==> src/rtl/multi_delta_reset.sv <==
// multi_delta_reset
//   Generates independent reset pulses for NCH channels. A rising edge on
//   delta_trig[i] launches a pulse of max(pulse_len,1) cycles on delta_rst[i],
//   optionally followed by HOLDOFF dead cycles. Edges that cannot start or
//   restart a pulse are tallied in a per-channel saturating miss counter.
// Ports
//   clk        : single clock
//   rst        : asynchronous active-low reset
//   delta_trig : per-channel trigger level (NCH)
//   pulse_len  : pulse length in cycles, sampled at each load (CNT_W)
//   retrig     : 1 = edge during a pulse restarts it, 0 = edge is missed
//   clr_miss   : synchronous clear of all miss counters (wins over a miss)
//   delta_rst  : per-channel reset pulse (registered)
//   any_rst    : registered OR of delta_rst, one cycle behind it
//   busy       : channel in PULSE or HOLD (registered alongside delta_rst)
//   miss_cnt   : channel i in bits [i*MISS_W +: MISS_W]
module multi_delta_reset #(
  parameter int NCH     = 4,
  parameter int CNT_W   = 9,
  parameter int HOLDOFF = 0,
  parameter int MISS_W  = 8
) (
  input  logic                  clk,
  input  logic                  rst,
  input  logic [NCH-1:0]        delta_trig,
  input  logic [CNT_W-1:0]      pulse_len,
  input  logic                  retrig,
  input  logic                  clr_miss,
  output logic [NCH-1:0]        delta_rst,
  output logic                  any_rst,
  output logic [NCH-1:0]        busy,
  output logic [NCH*MISS_W-1:0] miss_cnt
);

  typedef enum logic [1:0] {
    ST_IDLE  = 2'd0,
    ST_PULSE = 2'd1,
    ST_HOLD  = 2'd2
  } state_e;

  localparam logic [CNT_W-1:0]  CNT_ONE   = {{(CNT_W-1){1'b0}}, 1'b1};
  localparam logic [CNT_W-1:0]  HOLD_LOAD = CNT_W'(HOLDOFF);
  localparam logic              HAS_HOLD  = (HOLDOFF > 0);
  localparam logic [MISS_W-1:0] MISS_ONE  = {{(MISS_W-1){1'b0}}, 1'b1};
  localparam logic [MISS_W-1:0] MISS_MAX  = {MISS_W{1'b1}};

  logic [NCH-1:0]    d1_q, d1_d, d2_q, d2_d;
  logic [NCH-1:0]    trig_edge;
  state_e            state_q [NCH];
  state_e            state_d [NCH];
  logic [CNT_W-1:0]  cnt_q   [NCH];
  logic [CNT_W-1:0]  cnt_d   [NCH];
  logic [MISS_W-1:0] miss_q  [NCH];
  logic [MISS_W-1:0] miss_d  [NCH];
  logic [NCH-1:0]    delta_rst_q, delta_rst_d;
  logic [NCH-1:0]    busy_q, busy_d;
  logic              any_rst_q, any_rst_d;
  logic [CNT_W-1:0]  load_len;

  // Zero-length request still yields a one-cycle pulse.
  assign load_len  = (pulse_len == {CNT_W{1'b0}}) ? CNT_ONE : pulse_len;
  assign trig_edge = d1_q & ~d2_q;

  // Per-channel next-state, counter, miss-counter and output decode.
  always_comb begin
    logic miss_inc;
    miss_inc    = 1'b0;
    d1_d        = delta_trig;
    d2_d        = d1_q;
    delta_rst_d = '0;
    busy_d      = '0;
    any_rst_d   = |delta_rst_q;
    for (int i = 0; i < NCH; i++) begin
      state_d[i] = state_q[i];
      cnt_d[i]   = cnt_q[i];
      miss_inc   = 1'b0;
      case (state_q[i])
        ST_IDLE: begin
          if (trig_edge[i]) begin
            state_d[i] = ST_PULSE;
            cnt_d[i]   = load_len;
          end else begin
            state_d[i] = ST_IDLE;
          end
        end
        ST_PULSE: begin
          if (trig_edge[i] && retrig) begin
            cnt_d[i] = load_len;
          end else begin
            miss_inc = trig_edge[i];
            // Counter never legitimately reaches 0 in PULSE; <= keeps it safe.
            if (cnt_q[i] <= CNT_ONE) begin
              if (HAS_HOLD) begin
                state_d[i] = ST_HOLD;
                cnt_d[i]   = HOLD_LOAD;
              end else begin
                state_d[i] = ST_IDLE;
                cnt_d[i]   = '0;
              end
            end else begin
              cnt_d[i] = cnt_q[i] - CNT_ONE;
            end
          end
        end
        ST_HOLD: begin
          // An edge on the expiry cycle is still in HOLD, hence missed.
          miss_inc = trig_edge[i];
          if (cnt_q[i] <= CNT_ONE) begin
            state_d[i] = ST_IDLE;
            cnt_d[i]   = '0;
          end else begin
            cnt_d[i] = cnt_q[i] - CNT_ONE;
          end
        end
        default: begin
          state_d[i] = ST_IDLE;
          cnt_d[i]   = '0;
        end
      endcase

      if (clr_miss) begin
        miss_d[i] = '0;
      end else if (miss_inc && (miss_q[i] != MISS_MAX)) begin
        miss_d[i] = miss_q[i] + MISS_ONE;
      end else begin
        miss_d[i] = miss_q[i];
      end

      delta_rst_d[i] = (state_q[i] == ST_PULSE);
      busy_d[i]      = (state_q[i] != ST_IDLE);
    end
  end

  // State, counters, synchronizer and registered outputs.
  always_ff @(posedge clk or negedge rst) begin
    if (!rst) begin
      // Synchronizer preset high: a level held through reset is not an edge.
      d1_q        <= '1;
      d2_q        <= '1;
      delta_rst_q <= '0;
      busy_q      <= '0;
      any_rst_q   <= 1'b0;
      for (int i = 0; i < NCH; i++) begin
        state_q[i] <= ST_IDLE;
        cnt_q[i]   <= '0;
        miss_q[i]  <= '0;
      end
    end else begin
      d1_q        <= d1_d;
      d2_q        <= d2_d;
      delta_rst_q <= delta_rst_d;
      busy_q      <= busy_d;
      any_rst_q   <= any_rst_d;
      for (int i = 0; i < NCH; i++) begin
        state_q[i] <= state_d[i];
        cnt_q[i]   <= cnt_d[i];
        miss_q[i]  <= miss_d[i];
      end
    end
  end

  // Pack miss counters onto the flat output bus.
  always_comb begin
    miss_cnt = '0;
    for (int i = 0; i < NCH; i++) begin
      miss_cnt[i*MISS_W +: MISS_W] = miss_q[i];
    end
  end

  assign delta_rst = delta_rst_q;
  assign busy      = busy_q;
  assign any_rst   = any_rst_q;

endmodule

==> config.mk <==
export PLATFORM = sky130hd
export DESIGN_NAME = multi_delta_reset
export DESIGN_NICKNAME = d
export VERILOG_FILES = /design/src/rtl/multi_delta_reset.sv
export SDC_FILE = /design/constraint.sdc
export NUM_CORES = 1
export LEC_CHECK = 0
export ABC_AREA = 0
export BUFFER_PORTS_ARGS = -buffer_cell sky130_fd_sc_hd__buf_4
export CAP_MARGIN = 20
export CORE_MARGIN = 3
export CORE_UTILIZATION = 55
export CTS_CLUSTER_SIZE = 25
export DETAILED_ROUTE_END_ITERATION = 16
export MAX_ROUTING_LAYER = met4
export PLACE_DENSITY = 0.81
export SYNTH_ARGS = -nofsm -noshare
export SYNTH_HDL_FRONTEND = slang
export SYNTH_SLANG_ARGS = --single-unit
==> constraint.sdc <==
create_clock -name clk -period 2.4 [get_ports clk]
set_clock_uncertainty 0.05 [all_clocks]
set_input_delay 0.24 -clock clk [delete_from_list [all_inputs] [get_ports clk]]
set_output_delay 0.24 -clock clk [all_outputs]
set_load 0.03 [all_outputs]
== Word level (Yosys, flattened, before mapping) ==
Cells that the tools add are included.
Cells by class
  reductions and logical operators: 22
  equality and inequality tests: 20
  $add $sub $neg: 8
  multiplexer cells: 49
  bitwise logic cells: 2
  order comparisons: 4
Operators with widths (number)
  9-bit 2-to-1 mux: 13
  9-bit case mux with 3 select lines: 4
  8-bit 2-to-1 mux: 8
  9-bit by 1-bit <= comparator with 1-bit output (second input constant): 4
  9-bit by 1-bit subtractor with 9-bit output (second input constant): 4
  8-bit by 1-bit adder with 8-bit output (second input constant): 4
  8-bit inequality test (second input constant): 4
  2-bit case mux with 3 select lines: 4
  2-bit 2-to-1 mux: 8
  2-bit inequality test (second input constant): 8
  2-bit nonzero test: 8
  9-bit zero test: 1
  2-bit by 1-bit == test with 1-bit output (second input constant): 4
  2-bit == test (second input constant): 4
  1-bit logical AND: 8
  2-bit zero test: 4
  1-bit 2-to-1 mux: 8
  1-bit case mux with 2 select lines: 4
  4-bit bitwise AND: 1
  4-bit NOT: 1
  4-bit OR reduction: 1
Storage, ports and cells
  input port bits: 17
  register bits after elaboration: 93

== Longest topological paths before layout ==
Gate-level depths: netlist of the first run.
  depth in word-level cells: 8
  depth in mapped cells: 6
  gate-level depth less buffers: 6

== Worst setup path after synthesis of the first run ==
OpenSTA, ideal clock, no wires.
  path type: register to register
  start: register cnt_q[0] in the netlist's numbering
  end: register cnt_q[6] in the netlist's numbering
  slack: 420 ps
  buffers on the path: 0
  arrival time: 1844 ps
  data required time: 2264 ps
  period minus slack after synthesis: 1980 ps
  stages on the path, launching flop included: 7
  cell sequence: dfrtp_1 > inv_1 > ha_1 > or4b_1 > or4_1 > and4_1 > nor3_1
Between the ends
  cells in the longest elaborated chain, start to end: 4
  elaborated cells on any way between the ends: 5
RTL lines
  start, declared: RTL line 51  | logic [CNT_W-1:0] cnt_q [NCH];
  start signal, assigned by index: RTL line 156  | cnt_q[i] <= cnt_d[i];
  9-bit by 1-bit subtractor with 9-bit output or 9-bit by 1-bit <= comparator with 1-bit output (tied branches)
  9-bit 2-to-1 mux *: RTL line 92  | if (cnt_q[i] <= CNT_ONE) begin
  9-bit 2-to-1 mux: RTL line 87  | if (trig_edge[i] && retrig) begin
  9-bit case mux with 3 select lines *: RTL line 77  | case (state_q[i])
Mark *: on every way between the ends. The rest lies on a longest branch, timed or not.
A chain may end at the register's enable or synchronous reset.

== Worst setup path after layout of the first run ==
  start: register cnt_q[1] in the netlist's numbering
  end: register cnt_q[6] in the netlist's numbering
The elaborated chain is that of the path after synthesis.

==> results.env, run 1 <==
SYNTHTOLAYOUTAREAGROWTH_PCT=16.0
P_TOTAL_mW=5.20
NUMBER_OF_ANTENNA_VIOLATIONS_AT_THE_FIRST_CHECK_IN_GLOBAL_ROUTING=0
TRITONCTS_NUM_SINKS=85
SYNTH_AREA_MM2=0.00485
FINALSETUPVIOLATIONS=0
CLOCK_INSERTION_DELAY_WORST_SKEW_PS=360
MAX-VDD-IR-DROP_uV=397
DESIGN_AREA_MM2=0.00563
NON_FILLER_INSTANCES=666
CRITICALPATHCATEGORY='flip-flop to flip-flop'
NUM_ROWS=33
WORST_SETUP_PATH_END_KIND='flip-flop'
STATUS='finished, final reports clean'
TYPE_OF_THE_TIGHTEST_MIN_DELAY_CHECK='input pin to flip-flop'
DIE-WIDTH_UM=99.9
VIA_COUNT_OF_THE_FIRST_GLOBAL_ROUTING_PASS=4004
CTS-HTREE-LEVELS=3
NUM_IO_PINS=58
GRT_FIRST_PASS_WIRELENGTH_UM=19000
FLOORPLAN.DIE.HEIGHT_UM=99.9
CRIT_ARRIVAL_PS=2350
CRIT_BUF_INV=1
R2R-START='cnt_q[1]'
PLACE_INST=645
AVGROUTEDWIREPERCELL_UM=16.8
DOMINANTREGCELLSYNTH='dfrtp_1'
CP_CELL_SEQUENCE='inv_1 -> ha_1 -> or4b_1 -> or4_1 -> and4_1 -> nor3_1'
WP_DATA_REQUIRED_PS=2620
SETUP_TOTAL_NEGATIVE_SLACK_PS=0
CTS_POST_SETUP_BUFFERS_INSERTED=0
SYNTH_NETS=523
DETAILEDPLACEMENTHPWL_UM=7970
SLEW_HEADROOM_PCT=55.0
SYN_AVG_CELL_AREA_UM2=9.82
CRIT_PATH_TOP_DELAY_CELL='or4b_1'
CORE_AREA_MM2=0.00838
TYPE_OF_ORIGIN_OF_THE_CRITICAL_PATH='flip-flop'
VIAS=4144
FILL_CELLS=664
LAYOUT_COMMONEST_CELL='dfrtp_1'
SYNTHESIS.INSTANCES=494
TIMING_WORST_SLEW_PIN_VALUE_PS=669
DIE_AREA_MM2=0.00998
DETAILEDROUTE.FIRSTPASSITERATIONCOUNT=5
MAX_FREQ_GHz=0.469
PATH_CLK_SLEW_PS=90
FINAL_MAX_SLEW_VIOL_COUNT=0
POST-ROUTE-MIN-PERIOD_PS=2130
CLOCK_TREE_FROM_TRITONCTS='yes'
POST_SYNTH_EDFFS=0
PLACEMENT.IO_BUFFERS=57
LAUNCH_POINT_OF_THE_CRITICAL_PATH='cnt_q[1]'
YOSYSWARNINGS=0
TIMING.CRITICAL_PATH.MAX_DELAY_FAMILY='simple AND/OR/NAND/NOR gates'
GRT_START_MAX_NET_PINS=48
FIN_NETS=585
NUMCTSBUFFERS=9
PATH_MAX_FANOUT=5
PLACEMENT.CELL_AREA_MM2=0.00537
GP_ROUTABILITY_CONGESTION=0.942
CTS.HOLD.BUFFERS_ADDED=5
STARTING_DENSITY_OF_THE_CORE_PCT=57.9
ROUTE.FINAL.WIRE_LENGTH_UM=11200
SYNTH_SEQUENTIAL_AREA_RATIO_PCT=44.1
SYNTHDISTINCTLIBCELLS=72
MAXCAPVIOLATIONS=0
PRE_CTS_WS_PS=259
ROUTE.DETAILED.VIAS_PER_INST=6.22
TIMING.HOLD.WORST.START='pulse_len[1]'
FINALHOLDVIOLCOUNT=0
GR-USAGE-ALL-LAYERS_PCT=24.4
POWER.DENSITY_CELL_AREA_mW_PER_MM2=925
RESIZED_CELLS_POST_CTS=0
UNREPAIRED_SETUP_ENDPOINTS_AFTER_GLOBAL_ROUTING='no'
GRT_OVERFLOW=0
CPPEAKSTAGEDELAY_PS=490
ASYNC_RESET_FF_SHARE_PCT=100
MOSTFREQUENTLAYOUTCELLS='dfrtp_1 (77), buf_4 (64), nor2_1 (44)'
INSERTEDDIODECOUNT=0
P_LEAK_nW=2.46
CTS.ROOT.BUFFER_CELL='clkbuf_8'
REMAINING_DRC_ERRORS=0
YS_FF_LATCH=85
FIN_WS_PS=267
CTS_MAX_PATH_BUFFERS=2
LAYOUT-DRIVE-GT1-SHARE_PCT=18.7
FINAL.PERIOD_UTILIZATION_PCT=88.9
DRT_FIRST_ITER_VIOLATIONS=188
ANT_NETS=0
[routing by layer]
metal	share of wire, %	vias up	global-route usage, %
met1	45	2003	32.2
met4	1.5	0	10.7
met3	5.3	13	3.89
li1	-	2007	-
met5	0	-	-
met2	49	121	37.5
[synth_stat cells, types with 8 or more instances]
master	n	area (um^2)
o2bb2ai_1	10	87.6
nor2_1	44	165
xor2_1	12	105
nor4_1	8	50.1
o21ai_0	22	110
nand2_1	27	101
dfstp_2	8	210
nand3_1	8	40.0
and3_1	8	50.1
o31ai_1	13	97.6
o21a_1	12	90.1
a22oi_1	8	60.1
clkbuf_1	9	33.8
nor3_1	11	55.1
dfrtp_1	77	1930
inv_1	22	82.6
ha_1	12	150
nand2b_1	11	68.8
a21oi_1	28	140
[power by group]
part	leakage, nW	switching [mW]	internal, mW
clock	0.0955	0.546	0.517
sequential	1.04	0.482	1.81
combinational	1.33	0.960	0.893
total	2.46	1.99	3.22
[logic make-up after synthesis]
group / share of synthesized area (%)
simple gates: 20.9
compound gates: 23.2
flops: 44.1
buf+inv: 4.02
xor+xnor: 3.25
fa+ha+maj: 3.10
mux: 1.44
[stage by stage]
stage	util [%]	hold slack, ps
2_1_floorplan	-	-106
3_3_place_gp	64.1	192
3_5_place_dp	64.1	193
4_1_cts	67.1	106
5_1_grt	67.1	124
6_report	67.1	122
[registers in the layout, summed over array words and instances (netlist names)]
signal and cells:
any_rst 1, busy 4, cnt_q 36, d1_q 4
d2_q 4, miss_cnt 32, state_q 4
[final cells by class]
class,count,area [um^2],area share (%)
Multi-Input combinational cell,368,2520,44.8
Sequential cell,85,2140,38.0
Timing Repair Buffer,70,551,9.78
Clock buffer,10,138,2.45
Tap cell,105,131,2.33
Inverter,22,82.6,1.47
Clock inverter,6,70.1,1.24
[final timing paths]
kind	end	slack, ps	cells past startpoint
setup reg to reg	cnt_q[6]	270	6
hold / removal	cnt_q[28]	120	3
setup / recovery	cnt_q[6]	270	6
min in group asynchronous	miss_cnt[29]	340	2
max in group asynchronous	d2_q[1]	1290	3
hold reg to reg	d2_q[2]	330	0
[worst register-to-register path, cell delays in order, from the launching register on]
cell     delay (ps)
dfrtp_1         430
inv_1           100
ha_1            220
or4b_1          490
or4_1           400
and4_1          190
nor3_1          160
No activity file was read; power rests on OpenSTA's default activity.
==> run 2: changes to the inputs <==
--- a/config.mk
+++ b/config.mk
@@ -10,10 +10,10 @@
 export CAP_MARGIN = 20
 export CORE_MARGIN = 3
 export CORE_UTILIZATION = 55
-export CTS_CLUSTER_SIZE = 25
 export DETAILED_ROUTE_END_ITERATION = 16
 export MAX_ROUTING_LAYER = met4
 export PLACE_DENSITY = 0.81
+export RECOVER_POWER = 100
 export SYNTH_ARGS = -nofsm -noshare
 export SYNTH_HDL_FRONTEND = slang
 export SYNTH_SLANG_ARGS = --single-unit
==> results.env, run 2 (synthesis gave the netlist of run 1 again) <==
STATUS='finished, final reports clean'
FINALHOLDVIOLCOUNT=0
P_LEAK_nW=2.29
STARTING_DENSITY_OF_THE_CORE_PCT=57.9
NUM_IO_PINS=58
SYNTHTOLAYOUTAREAGROWTH_PCT=12.3
NUMBER_OF_ANTENNA_VIOLATIONS_AT_THE_FIRST_CHECK_IN_GLOBAL_ROUTING=0
DETAILEDPLACEMENTHPWL_UM=7970
CRITICALPATHCATEGORY='flip-flop to flip-flop'
MOSTFREQUENTLAYOUTCELLS='dfrtp_1 (77), nor2_1 (44), clkbuf_1 (42)'
SETUP_TOTAL_NEGATIVE_SLACK_PS=0
DIE_AREA_MM2=0.00998
RESIZED_CELLS_POST_CTS=0
WORST_SETUP_PATH_END_KIND='flip-flop'
FIN_NETS=585
FINAL.PERIOD_UTILIZATION_PCT=88.6
POWER.DENSITY_CELL_AREA_mW_PER_MM2=942
CTS-HTREE-LEVELS=3
DRT_FIRST_ITER_VIOLATIONS=229
LAYOUT-DRIVE-GT1-SHARE_PCT=9.27
CLOCK_TREE_FROM_TRITONCTS='yes'
NUM_ROWS=33
DIE-WIDTH_UM=99.9
TYPE_OF_ORIGIN_OF_THE_CRITICAL_PATH='flip-flop'
WP_DATA_REQUIRED_PS=2620
MAX_FREQ_GHz=0.470
SLEW_HEADROOM_PCT=38.2
CTS_POST_SETUP_BUFFERS_INSERTED=0
POST-ROUTE-MIN-PERIOD_PS=2130
LAUNCH_POINT_OF_THE_CRITICAL_PATH='cnt_q[0]'
AVGROUTEDWIREPERCELL_UM=16.8
CRIT_ARRIVAL_PS=2350
LARGEST_REGISTER_FFS=36
REMAINING_DRC_ERRORS=0
P_TOTAL_mW=5.13
TIMING.HOLD.WORST.START='pulse_len[1]'
TYPE_OF_THE_TIGHTEST_MIN_DELAY_CHECK='input pin to flip-flop'
CTS.ROOT.BUFFER_CELL='clkbuf_8'
LAYOUT_COMMONEST_CELL='dfrtp_1'
GRT_OVERFLOW=0
TRITONCTS_NUM_SINKS=85
UNREPAIRED_SETUP_ENDPOINTS_AFTER_GLOBAL_ROUTING='no'
CTS_MAX_PATH_BUFFERS=2
MAX-VDD-IR-DROP_uV=395
GRT_START_MAX_NET_PINS=48
PATH_CLK_SLEW_PS=90
PATH_MAX_FANOUT=6
PLACEMENT.IO_BUFFERS=57
ROUTE.FINAL.WIRE_LENGTH_UM=11200
REGISTER_WITH_THE_MOST_FLIP_FLOPS='cnt_q'
GP_ROUTABILITY_CONGESTION=0.942
DETAILEDROUTE.FIRSTPASSITERATIONCOUNT=4
FILL_CELLS=712
INSERTEDDIODECOUNT=0
ROUTE.DETAILED.VIAS_PER_INST=6.25
CLOCK_INSERTION_DELAY_WORST_SKEW_PS=360
FINAL_MAX_SLEW_VIOL_COUNT=0
NUMCTSBUFFERS=9
CORE_AREA_MM2=0.00838
R2R-START='cnt_q[0]'
VIA_COUNT_OF_THE_FIRST_GLOBAL_ROUTING_PASS=4004
GR-USAGE-ALL-LAYERS_PCT=24.4
FINALSETUPVIOLATIONS=0
TIMING_WORST_SLEW_PIN_VALUE_PS=927
MAXCAPVIOLATIONS=0
ANT_NETS=0
FLOORPLAN.DIE.HEIGHT_UM=99.9
GRT_FIRST_PASS_WIRELENGTH_UM=19000
VIAS=4163
==> run 2: cell types whose count changed in the layout (fill, tap and decap cells not counted), sizes merged <==
cell,change
clkbuf,+48
buf,-48
==> run 2: per-stage QoR <==
step	utilization [%]	setup WS (ps)	instance area [um^2]	std cells	hold WS (ps)
floorplan	-	420	4850	494	-106
CTS	67.1	263	5630	666	106
finish	65.0	274	5450	666	121
global route	65.0	117	5450	666	124
detailed placement	64.1	259	5370	645	193
global placement	64.1	359	5370	645	192
==> run 2: final timing paths <==
| kind | end | slack [ps] | depth (start not counted) |
|---|---|---|---|
| worst min register to register | d2_q[2] | 350 | 0 |
| max in group asynchronous | cnt_q[24] | 560 | 3 |
| worst max-delay path | cnt_q[6] | 270 | 6 |
| min in group asynchronous | miss_cnt[29] | 500 | 2 |
| worst max register to register | cnt_q[6] | 270 | 6 |
| worst min-delay path | cnt_q[28] | 120 | 3 |
==> run 2: cell type report <==
class,count,area (um^2),area share (%)
clock inverters,6,70.1,1.29
clock buffers,10,138,2.53
multi-input cells,368,2510,46.1
well taps,105,131,2.41
repair buffers,70,378,6.94
inverters,22,82.6,1.52
flip-flops and latches,85,2140,39.2
==> run 2: timing repair <==
action                                  in CTS  in global routing
endpoints found under the setup margin       0                  0
hold endpoints to repair                    38                  0
hold buffers                                 5                  0
==> run 2: routing by layer <==
layer / share of wire [%] / global-route usage (%)
met2: 48 / 37.5
met5: 0 / -
met1: 45 / 32.2
met3: 4.8 / 3.89
met4: 2.1 / 10.7
==> run 2: worst max-delay path, cell delays in order, from the launching register on <==
cell	delay, ps
dfrtp_1	430
inv_1	110
ha_1	210
or4b_1	490
or4_1	400
and4_1	190
nor3_1	160
==> run 2: power by group <==
group | total [mW] | switching (mW) | internal, mW
logic | 1.79 | 0.953 | 0.835
registers | 2.28 | 0.477 | 1.80
clock network | 1.06 | 0.546 | 0.517
==> run 3: changes to the inputs <==
--- a/config.mk
+++ b/config.mk
@@ -13,7 +13,7 @@
 export DETAILED_ROUTE_END_ITERATION = 16
 export MAX_ROUTING_LAYER = met4
 export PLACE_DENSITY = 0.81
-export RECOVER_POWER = 100
+export RECOVER_POWER = 50
 export SYNTH_ARGS = -nofsm -noshare
 export SYNTH_HDL_FRONTEND = slang
 export SYNTH_SLANG_ARGS = --single-unit
==> results.env, run 3 (synthesis gave the netlist of run 1 again) <==
TIMING.HOLD.WORST.START='pulse_len[1]'
CTS.ROOT.BUFFER_CELL='clkbuf_8'
GRT_START_MAX_NET_PINS=48
CTS.HOLD.BUFFERS_ADDED=5
DIE-WIDTH_UM=99.9
TIMING_WORST_SLEW_PIN_VALUE_PS=922
MOSTFREQUENTLAYOUTCELLS='dfrtp_1 (77), buf_4 (51), nor2_1 (44)'
CP_CELL_SEQUENCE='inv_1 -> ha_1 -> or4b_1 -> or4_1 -> and4_1 -> nor3_1'
VIA_COUNT_OF_THE_FIRST_GLOBAL_ROUTING_PASS=4004
GRT_OVERFLOW=0
CRIT_ARRIVAL_PS=2350
REGISTER_WITH_THE_MOST_FLIP_FLOPS='cnt_q'
DETAILEDPLACEMENTHPWL_UM=7970
TYPE_OF_ORIGIN_OF_THE_CRITICAL_PATH='flip-flop'
CRIT_PATH_TOP_DELAY_CELL='or4b_1'
STATUS='finished, final reports clean'
SLEW_HEADROOM_PCT=38.5
MAX_FREQ_GHz=0.470
POWER.DENSITY_CELL_AREA_mW_PER_MM2=925
FINAL.PERIOD_UTILIZATION_PCT=88.7
WP_DATA_REQUIRED_PS=2620
GR-USAGE-ALL-LAYERS_PCT=24.4
FINALHOLDVIOLCOUNT=0
AVGROUTEDWIREPERCELL_UM=16.7
MAX-VDD-IR-DROP_uV=394
PATH_CLK_SLEW_PS=90
PLACE_INST=645
LAUNCH_POINT_OF_THE_CRITICAL_PATH='cnt_q[0]'
HOLD_SLACK_PS=124
CTS_POST_SETUP_BUFFERS_INSERTED=0
NUMBER_OF_ANTENNA_VIOLATIONS_AT_THE_FIRST_CHECK_IN_GLOBAL_ROUTING=0
LAYOUT-DRIVE-GT1-SHARE_PCT=16.6
TRITONCTS_NUM_SINKS=85
VIAS=4170
DRT_FIRST_ITER_VIOLATIONS=256
CTS-HTREE-LEVELS=3
STARTING_DENSITY_OF_THE_CORE_PCT=57.9
GRT_FIRST_PASS_WIRELENGTH_UM=19000
NUMCTSBUFFERS=9
CLOCK_TREE_FROM_TRITONCTS='yes'
REMAINING_DRC_ERRORS=0
TYPE_OF_THE_TIGHTEST_MIN_DELAY_CHECK='input pin to flip-flop'
SYNTHTOLAYOUTAREAGROWTH_PCT=15.1
PATH_MAX_FANOUT=6
PLACEMENT.IO_BUFFERS=57
FIN_NETS=585
NON_FILLER_INSTANCES=666
WORST_SETUP_PATH_END_KIND='flip-flop'
CORE_AREA_MM2=0.00838
RESIZED_CELLS_POST_CTS=0
CRITICALPATHCATEGORY='flip-flop to flip-flop'
UNREPAIRED_SETUP_ENDPOINTS_AFTER_GLOBAL_ROUTING='no'
FLOORPLAN.DIE.HEIGHT_UM=99.9
MAXCAPVIOLATIONS=0
CPPEAKSTAGEDELAY_PS=490
SETUP_TOTAL_NEGATIVE_SLACK_PS=0
P_LEAK_nW=2.43
DIE_AREA_MM2=0.00998
LARGEST_REGISTER_FFS=36
NUM_IO_PINS=58
CLOCK_INSERTION_DELAY_WORST_SKEW_PS=360
CTS_MAX_PATH_BUFFERS=2
ROUTE.DETAILED.VIAS_PER_INST=6.26
DETAILEDROUTE.FIRSTPASSITERATIONCOUNT=5
LAYOUT_COMMONEST_CELL='dfrtp_1'
NUM_ROWS=33
ROUTE.FINAL.WIRE_LENGTH_UM=11200
FINAL_MAX_SLEW_VIOL_COUNT=0
R2R-START='cnt_q[0]'
GP_ROUTABILITY_CONGESTION=0.942
INSERTEDDIODECOUNT=0
ANT_NETS=0
POST-ROUTE-MIN-PERIOD_PS=2130
FINALSETUPVIOLATIONS=0
==> run 3: changes by cell type in the layout (fill, tap and decap cells not counted), sizes merged <==
cell    previous run  this run
clkbuf            58        24
buf               17        51
==> run 3: final cells by class <==
cell class	count	area [um^2]
repair buffers	70	505
flip-flops and latches	85	2140
fillers	680	2800
clock buffers	10	138
clock inverters	6	70.1
inverters	22	82.6
well taps	105	131
multi-input cells	368	2520
==> run 3: report_power, final <==
| part | internal (mW) | switching, mW | leakage (nW) |
|---|---|---|---|
| clock | 0.516 | 0.544 | 0.0955 |
| combinational | 0.863 | 0.957 | 1.30 |
| sequential | 1.80 | 0.481 | 1.03 |
| total | 3.18 | 1.98 | 2.43 |
==> run 3: per-stage QoR <==
step                util (%)  setup slack [ps]  area [um^2]  power, mW
detailed placement      64.1               259         5370       4.13
floorplan                  -               420         4850       3.62
finish                  66.6               270         5580       5.17
global placement        64.1               359         5370       4.03
global route            66.6               117         5580       5.54
CTS                     67.1               263         5630       5.20
==> run 3: layer usage <==
metal,up-vias,wire (um),global-route usage (%)
met5,-,0,-
met2,118,5340,37.5
met3,21,533,3.89
met4,0,243,10.7
met1,2025,5040,32.2
li1,2006,-,-
==> run 3: final timing paths <==
kind,endpoint,slack (ps),cells after the start
worst max register to register,cnt_q[6],270,6
max in group asynchronous,miss_cnt[18],560,3
worst min register to register,d2_q[2],350,0
worst max-delay path,cnt_q[6],270,6
worst min-delay path,cnt_q[28],120,3
min in group asynchronous,miss_cnt[29],500,2
==> run 3: critical path: cells and delay by family (launching register included) <==
| family | cells | cell delay [ps] |
|---|---|---|
| simple gates | 4 | 1240 |
| fa+ha+maj | 1 | 220 |
| flops | 1 | 430 |
| buf+inv | 1 | 110 |
